--- config.mk ---
export PLATFORM = sky130hd
export DESIGN_NAME = wb_master_bridge_flat
export DESIGN_NICKNAME = d
export VERILOG_FILES = /design/src/rtl/wb_master_bridge_if.sv /design/src/rtl/wb_master_bridge.sv /design/src/flat_wrapper.sv
export SDC_FILE = /design/constraint.sdc
export NUM_CORES = 1
export LEC_CHECK = 0
export ABC_CLOCK_PERIOD_IN_PS = 2200
export BUFFER_PORTS_ARGS = -buffer_cell sky130_fd_sc_hd__clkbuf_2
export CAP_MARGIN = 20
export CORE_UTILIZATION = 46
export DETAILED_ROUTE_END_ITERATION = 10
export PLACE_DENSITY = 0.88
export SYNTH_ARGS = -nofsm -noshare
export SYNTH_HDL_FRONTEND = slang
export SYNTH_SLANG_ARGS = --single-unit
--- constraint.sdc ---
create_clock -name wb_clk_i -period 2.2 [get_ports wb_clk_i]
set_clock_uncertainty 0.05 [all_clocks]
set_input_delay 0.11 -clock wb_clk_i [delete_from_list [all_inputs] [get_ports wb_clk_i]]
set_output_delay 0.11 -clock wb_clk_i [all_outputs]
set_load 0.01 [all_outputs]
--- src/rtl/wb_master_bridge_if.sv ---
// -----------------------------------------------------------------------------
// wb_master_bridge_if
//
// Groups the request channel, response channel and Wishbone classic initiator
// signals of wb_master_bridge into a single bundle.
//
// Signal groups (names follow the bridge's point of view):
//   req_*   : core-side request channel (valid/ready), into the bridge
//   rsp_*   : core-side response channel (valid/ready), out of the bridge
//   wb_*    : Wishbone classic initiator port toward the uncore slaves
//
// Modports:
//   master : the bridge itself (consumes requests, drives the Wishbone bus)
//   slave  : the environment around the bridge (request agent, response
//            consumer and Wishbone slave collapsed into one view)
// -----------------------------------------------------------------------------
interface wb_master_bridge_if #(
    parameter int unsigned aw = 32,
    parameter int unsigned dw = 32
);
    // Request channel
    logic            req_valid_i;
    logic            req_ready_o;
    logic            req_we_i;
    logic [aw-1:0]   req_addr_i;
    logic [dw-1:0]   req_wdata_i;
    logic [dw/8-1:0] req_be_i;

    // Response channel
    logic            rsp_valid_o;
    logic            rsp_ready_i;
    logic [dw-1:0]   rsp_rdata_o;
    logic            rsp_err_o;

    // Wishbone classic initiator
    logic            wb_cyc_o;
    logic            wb_stb_o;
    logic            wb_we_o;
    logic [aw-1:0]   wb_adr_o;
    logic [dw-1:0]   wb_dat_o;
    logic [dw/8-1:0] wb_sel_o;
    logic [dw-1:0]   wb_dat_i;
    logic            wb_ack_i;
    logic            wb_err_i;

    modport master (
        input  req_valid_i,
        output req_ready_o,
        input  req_we_i,
        input  req_addr_i,
        input  req_wdata_i,
        input  req_be_i,
        output rsp_valid_o,
        input  rsp_ready_i,
        output rsp_rdata_o,
        output rsp_err_o,
        output wb_cyc_o,
        output wb_stb_o,
        output wb_we_o,
        output wb_adr_o,
        output wb_dat_o,
        output wb_sel_o,
        input  wb_dat_i,
        input  wb_ack_i,
        input  wb_err_i
    );

    modport slave (
        output req_valid_i,
        input  req_ready_o,
        output req_we_i,
        output req_addr_i,
        output req_wdata_i,
        output req_be_i,
        input  rsp_valid_o,
        output rsp_ready_i,
        input  rsp_rdata_o,
        input  rsp_err_o,
        input  wb_cyc_o,
        input  wb_stb_o,
        input  wb_we_o,
        input  wb_adr_o,
        input  wb_dat_o,
        input  wb_sel_o,
        output wb_dat_i,
        output wb_ack_i,
        output wb_err_i
    );

endinterface

--- src/rtl/wb_master_bridge.sv ---
// -----------------------------------------------------------------------------
// wb_master_bridge
//
// Single-outstanding Wishbone classic initiator. A request accepted on the
// valid/ready request channel becomes exactly one Wishbone read or write
// cycle; its outcome (read data, or an error) is returned on the valid/ready
// response channel. A programmable bus timeout turns a hung slave into an
// error response.
//
// Parameters:
//   aw      : address width
//   dw      : data width (32; byte-select width is dw/8)
//   TIMEOUT : stb cycles without ack/err before a forced error; 0 = never
//
// Ports:
//   wb_clk_i  : clock
//   wb_rst_ni : asynchronous active-low reset
//   bus_io    : wb_master_bridge_if.master
//               req_*  request channel   (req_ready_o = idle)
//               rsp_*  response channel  (registered, held until consumed)
//               wb_*   Wishbone initiator (all outputs registered)
//
// Timing against a slave that acks combinationally in the first stb cycle:
// request handshake at edge N, cyc/stb high for cycle N+1, response valid in
// cycle N+2 with cyc/stb already low; one transaction every 3 cycles at best.
// -----------------------------------------------------------------------------
module wb_master_bridge #(
    parameter int unsigned aw      = 32,
    parameter int unsigned dw      = 32,
    parameter int unsigned TIMEOUT = 255
) (
    input  logic                  wb_clk_i,
    input  logic                  wb_rst_ni,
    wb_master_bridge_if.master    bus_io
);

    // Counter is wide enough to hold TIMEOUT; kept at one bit when disabled.
    localparam int unsigned CntW        = (TIMEOUT > 0) ? $clog2(TIMEOUT + 1) : 1;
    localparam int unsigned TimeoutLast = (TIMEOUT > 0) ? TIMEOUT - 1 : 0;
    localparam logic [CntW-1:0] CntLast = CntW'(TimeoutLast);

    typedef enum logic [1:0] {
        StIdle,
        StBus,
        StResp
    } state_e;

    state_e              state_q;
    logic [CntW-1:0]     cnt_q;

    logic                cyc_q;
    logic                stb_q;
    logic                we_q;
    logic [aw-1:0]       adr_q;
    logic [dw-1:0]       dat_q;
    logic [dw/8-1:0]     sel_q;

    logic                rsp_valid_q;
    logic [dw-1:0]       rsp_rdata_q;
    logic                rsp_err_q;

    // -------------------------------------------------------------------------
    // Control FSM with registered outputs
    // -------------------------------------------------------------------------
    always_ff @(posedge wb_clk_i or negedge wb_rst_ni) begin
        if (!wb_rst_ni) begin
            state_q     <= StIdle;
            cnt_q       <= '0;
            cyc_q       <= 1'b0;
            stb_q       <= 1'b0;
            we_q        <= 1'b0;
            adr_q       <= '0;
            dat_q       <= '0;
            sel_q       <= '0;
            rsp_valid_q <= 1'b0;
            rsp_rdata_q <= '0;
            rsp_err_q   <= 1'b0;
        end else begin
            unique case (state_q)
                StIdle: begin
                    if (bus_io.req_valid_i) begin
                        we_q    <= bus_io.req_we_i;
                        adr_q   <= bus_io.req_addr_i;
                        dat_q   <= bus_io.req_wdata_i;
                        sel_q   <= bus_io.req_be_i;
                        cyc_q   <= 1'b1;
                        stb_q   <= 1'b1;
                        cnt_q   <= '0;
                        state_q <= StBus;
                    end
                end

                StBus: begin
                    if (bus_io.wb_err_i) begin
                        // Error termination takes priority over a coincident ack.
                        cyc_q       <= 1'b0;
                        stb_q       <= 1'b0;
                        rsp_valid_q <= 1'b1;
                        rsp_err_q   <= 1'b1;
                        rsp_rdata_q <= '0;
                        state_q     <= StResp;
                    end else if (bus_io.wb_ack_i) begin
                        cyc_q       <= 1'b0;
                        stb_q       <= 1'b0;
                        rsp_valid_q <= 1'b1;
                        rsp_err_q   <= 1'b0;
                        rsp_rdata_q <= we_q ? '0 : bus_io.wb_dat_i;
                        state_q     <= StResp;
                    end else if ((TIMEOUT != 0) && (cnt_q == CntLast)) begin
                        // Slave never answered: abandon the cycle and report error.
                        // Leaving here is also what keeps the counter from wrapping.
                        cyc_q       <= 1'b0;
                        stb_q       <= 1'b0;
                        rsp_valid_q <= 1'b1;
                        rsp_err_q   <= 1'b1;
                        rsp_rdata_q <= '0;
                        state_q     <= StResp;
                    end else if (TIMEOUT != 0) begin
                        cnt_q <= cnt_q + CntW'(1);
                    end
                end

                StResp: begin
                    // Returning to idle first means a new request waits one cycle.
                    if (bus_io.rsp_ready_i) begin
                        rsp_valid_q <= 1'b0;
                        state_q     <= StIdle;
                    end
                end

                default: begin
                    state_q <= StIdle;
                end
            endcase
        end
    end

    // -------------------------------------------------------------------------
    // Outputs
    // -------------------------------------------------------------------------
    assign bus_io.req_ready_o = (state_q == StIdle);

    assign bus_io.rsp_valid_o = rsp_valid_q;
    assign bus_io.rsp_rdata_o = rsp_rdata_q;
    assign bus_io.rsp_err_o   = rsp_err_q;

    assign bus_io.wb_cyc_o    = cyc_q;
    assign bus_io.wb_stb_o    = stb_q;
    assign bus_io.wb_we_o     = we_q;
    assign bus_io.wb_adr_o    = adr_q;
    assign bus_io.wb_dat_o    = dat_q;
    assign bus_io.wb_sel_o    = sel_q;

endmodule

--- src/flat_wrapper.sv ---
// flat-port wrapper written by rule: the top's interface ports become plain ports
module wb_master_bridge_flat 
#(
    parameter int unsigned aw      = 32,
    parameter int unsigned dw      = 32,
    parameter int unsigned TIMEOUT = 255
)
  (wb_clk_i, wb_rst_ni, bus_io_req_valid_i, bus_io_req_ready_o, bus_io_req_we_i, bus_io_req_addr_i, bus_io_req_wdata_i, bus_io_req_be_i, bus_io_rsp_valid_o, bus_io_rsp_ready_i, bus_io_rsp_rdata_o, bus_io_rsp_err_o, bus_io_wb_cyc_o, bus_io_wb_stb_o, bus_io_wb_we_o, bus_io_wb_adr_o, bus_io_wb_dat_o, bus_io_wb_sel_o, bus_io_wb_dat_i, bus_io_wb_ack_i, bus_io_wb_err_i);
  wb_master_bridge_if #(.aw(aw), .dw(dw)) bus_io_i ();
  input  logic wb_clk_i;
  input  logic wb_rst_ni;
  input wire logic [$bits(bus_io_i.req_valid_i)-1:0] bus_io_req_valid_i;
  output wire logic [$bits(bus_io_i.req_ready_o)-1:0] bus_io_req_ready_o;
  input wire logic [$bits(bus_io_i.req_we_i)-1:0] bus_io_req_we_i;
  input wire logic [$bits(bus_io_i.req_addr_i)-1:0] bus_io_req_addr_i;
  input wire logic [$bits(bus_io_i.req_wdata_i)-1:0] bus_io_req_wdata_i;
  input wire logic [$bits(bus_io_i.req_be_i)-1:0] bus_io_req_be_i;
  output wire logic [$bits(bus_io_i.rsp_valid_o)-1:0] bus_io_rsp_valid_o;
  input wire logic [$bits(bus_io_i.rsp_ready_i)-1:0] bus_io_rsp_ready_i;
  output wire logic [$bits(bus_io_i.rsp_rdata_o)-1:0] bus_io_rsp_rdata_o;
  output wire logic [$bits(bus_io_i.rsp_err_o)-1:0] bus_io_rsp_err_o;
  output wire logic [$bits(bus_io_i.wb_cyc_o)-1:0] bus_io_wb_cyc_o;
  output wire logic [$bits(bus_io_i.wb_stb_o)-1:0] bus_io_wb_stb_o;
  output wire logic [$bits(bus_io_i.wb_we_o)-1:0] bus_io_wb_we_o;
  output wire logic [$bits(bus_io_i.wb_adr_o)-1:0] bus_io_wb_adr_o;
  output wire logic [$bits(bus_io_i.wb_dat_o)-1:0] bus_io_wb_dat_o;
  output wire logic [$bits(bus_io_i.wb_sel_o)-1:0] bus_io_wb_sel_o;
  input wire logic [$bits(bus_io_i.wb_dat_i)-1:0] bus_io_wb_dat_i;
  input wire logic [$bits(bus_io_i.wb_ack_i)-1:0] bus_io_wb_ack_i;
  input wire logic [$bits(bus_io_i.wb_err_i)-1:0] bus_io_wb_err_i;
  assign bus_io_i.req_valid_i = bus_io_req_valid_i;
  assign bus_io_req_ready_o = bus_io_i.req_ready_o;
  assign bus_io_i.req_we_i = bus_io_req_we_i;
  assign bus_io_i.req_addr_i = bus_io_req_addr_i;
  assign bus_io_i.req_wdata_i = bus_io_req_wdata_i;
  assign bus_io_i.req_be_i = bus_io_req_be_i;
  assign bus_io_rsp_valid_o = bus_io_i.rsp_valid_o;
  assign bus_io_i.rsp_ready_i = bus_io_rsp_ready_i;
  assign bus_io_rsp_rdata_o = bus_io_i.rsp_rdata_o;
  assign bus_io_rsp_err_o = bus_io_i.rsp_err_o;
  assign bus_io_wb_cyc_o = bus_io_i.wb_cyc_o;
  assign bus_io_wb_stb_o = bus_io_i.wb_stb_o;
  assign bus_io_wb_we_o = bus_io_i.wb_we_o;
  assign bus_io_wb_adr_o = bus_io_i.wb_adr_o;
  assign bus_io_wb_dat_o = bus_io_i.wb_dat_o;
  assign bus_io_wb_sel_o = bus_io_i.wb_sel_o;
  assign bus_io_i.wb_dat_i = bus_io_wb_dat_i;
  assign bus_io_i.wb_ack_i = bus_io_wb_ack_i;
  assign bus_io_i.wb_err_i = bus_io_wb_err_i;
  wb_master_bridge #(.aw(aw), .dw(dw), .TIMEOUT(TIMEOUT)) u_core (.wb_clk_i(wb_clk_i), .wb_rst_ni(wb_rst_ni), .bus_io(bus_io_i));
endmodule
==> metrics <==
final setup TNS=0 ps; Die Wd=102 um; DR DRC count=0; vias in the first global route=4450; PortBufs=212; share of cells above drive strength 1=47.1%; antenna violations before repair=1; die area=10300 um^2; Synth area leaders=dfrtp_1 62%, mux2_2 17%, o21ai_0 7.2%; RSZ-0062 raised after global routing=false; first-pass GRT wire length=21.5 mm; max_cap viols=0; P per Cell Area=1300 nW/um^2; CP max FO=9; CTS tree=built; Initial Util=47.2%; Max Slew Vio Count=0; Clock Latency Late Sink=510 ps; total core area=9680 um^2; num ports=213; total track usage=28.0%; 1st-iter DRT viols=197; Synth top area share=62.4%; fillers=554; clock sink count=114; HPWL Detailed=7.87 mm; height of the die=102 um; clock transition at the registers of the reported paths=60 ps; Num CTS Buffers=17; register area share after synthesis=62.4%; hold_buf cts=105; Post-Syn Nets=466; Mapped Avg Cell Area=12.8 um^2; Seq cells post-synth=114; overflow left after global routing=0; R2R depth=6; CTS Root Cell=clkbuf_8; Via Count=4234; Pwr Total=9.64 mW; CP startpoint kind=register; slew margin rel.=59.8%; Rows=36; CP Class=register to register; most frequent cells in the layout=211 x clkbuf_2, 114 x dfrtp_1, 105 x dlygate4sd3_1, 69 x mux2_2, 66 x o21ai_0; placer congestion estimate=0.900; Post-CTS Setup Inserts=0; cell taking the most area after synthesis=dfrtp_1; routed vias/inst=5.14; clk buf depth=2; # nets final=786; pin count of the biggest net entering global routing=47; # resized after CTS=0; final hold violations=0; DR WL/cell=17.3 um; CP max-delay cell=dfrtp_1; Crit. End Element=register; Largest stage delay, worst path=390 ps; CTS H-tree lvls=4; post-synthesis cell count=357; Fmax achieved=502 MHz; Routed WL=14.3 mm; worst slew pin tran=603 ps; Worst VDD drop=0.000747 V; synth warn=0; critical path, cell by cell=inv_1 -> ha_1 -> nand3_1 -> o211a_4 -> or2_1 -> mux2_4; crit path time final=1990 ps; DRT Pass-1 Iters=5; Syn Std Cell Area=4570 um^2; post-synthesis cell type count=39; Detail Route Antenna Nets=0; Pleak=3.59 nW; Setup Viol. Count Final=0; Arr. time, crit path=2330 ps; period utilisation layout=90.5%; Hold Path Class=primary input to async pin; most common cell after layout, fill and taps aside=clkbuf_2; synthesis-to-finish area growth=62.4%; status=completed; Crit path required time=2540 ps
-- worst max-delay path: cells and delay by family, from the launching register on --
| family | cells | cell delay (ps) |
|---|---|---|
| AO/OA/AOI/OAI | 1 | 330 |
| adder cells (fa/ha/maj) | 1 | 160 |
| buffers and inverters | 1 | 90 |
| flip-flops | 1 | 390 |
| multiplexers | 1 | 340 |
| AND/OR/NAND/NOR | 2 | 510 |
-- flip-flops by register name, summed over array words and instances, names as in the netlist --
| name | cells |
|---|---|
| u_core.bus_io.wb_dat_o | 32 |
| u_core.bus_io.wb_sel_o | 4 |
| u_core.bus_io.rsp_err_o | 1 |
| u_core.bus_io.rsp_valid_o | 1 |
| u_core.bus_io.wb_we_o | 1 |
| u_core.bus_io.rsp_rdata_o | 32 |
| u_core.bus_io.wb_stb_o | 1 |
| u_core.state_q | 2 |
| u_core.bus_io.wb_adr_o | 32 |
| u_core.cnt_q | 8 |
-- report_power, final --
group / internal [mW] / switching [mW]
Clock: 1.86 / 0.938
Combinational: 1.59 / 1.68
Sequential: 2.99 / 0.584
Total: 6.44 / 3.20
-- path summary, 6_finish.rpt --
| kind | slack [ps] | from | to |
|---|---|---|---|
| setup / recovery | 210 | u_core.cnt_q[0] | u_core.cnt_q[1] |
| hold / removal | 100 | wb_rst_ni | u_core.bus_io.wb_dat_o[1] |
| setup reg to reg | 210 | u_core.cnt_q[0] | u_core.cnt_q[1] |
| hold reg to reg | 460 | u_core.bus_io.wb_dat_o[1] | u_core.bus_io.wb_dat_o[1] |
| max in group asynchronous | 1320 | wb_rst_ni | u_core.bus_io.rsp_rdata_o[14] |
| min in group wb_clk_i | 240 | bus_io_req_valid_i | u_core.state_q[0] |
-- layout make-up --
type                    instances  area, um^2  share of cell area (%)
flip-flops and latches        114        2850                    38.4
repair buffers                325        2200                    29.6
clock inverters                10         158                    2.12
clock buffers                  22         443                    5.97
well taps                     133         166                    2.24
multi-input cells             214        1580                    21.3
diodes                          1        2.50                  0.0337
inverters                       5        18.8                   0.253
-- synth_stat cells (all sizes together) --
master and n:
clkbuf 13, a32oi 1, a22o 1, or2b 1, buf 11, and3 2
and2b 1, nor2 4, a41oi 2, a2bb2oi 1, o2bb2ai 1, a21boi 2
and2 2, mux2 70, nor3 2, a21o 1, o22a 1, inv 5
o211a 2, nand4 1, nor3b 1, ha 2, o21ai 68, a31o 1
a21oi 4, dfrtp 114, nand2 34, or2 1, nand3 3, o21a 2
nand2b 2, a31oi 1
-- kinds of logic after synthesis --
kind of cell,after synthesis,synth area share (%)
AO/OA/AOI/OAI,88,11.0
buffers and inverters,29,3.15
flip-flops,114,62.4
AND/OR/NAND/NOR,54,5.58
adder cells (fa/ha/maj),2,0.547
multiplexers,70,17.3
-- routing by layer --
metal	wire length (um)	track usage [%]	vias to the layer above
met5	0	0	-
met4	418	15.7	0
met3	988	8.21	43
met2	7740	50.8	245
met1	5140	28.6	2048
li1	-	-	1898
-- metrics by stage --
step	hold WS (ps)	utilization, %	worst slack [ps]	instance area, um^2	cells
floorplan	-236	-	428	4570	357
global placement	102	59.5	358	5770	686
detailed placement	110	59.5	266	5770	686
CTS	104	76.6	250	7420	823
global route	139	76.6	126	7420	824
finish	104	76.6	210	7420	824
Note: power is estimated with default switching activity, not from simulation.
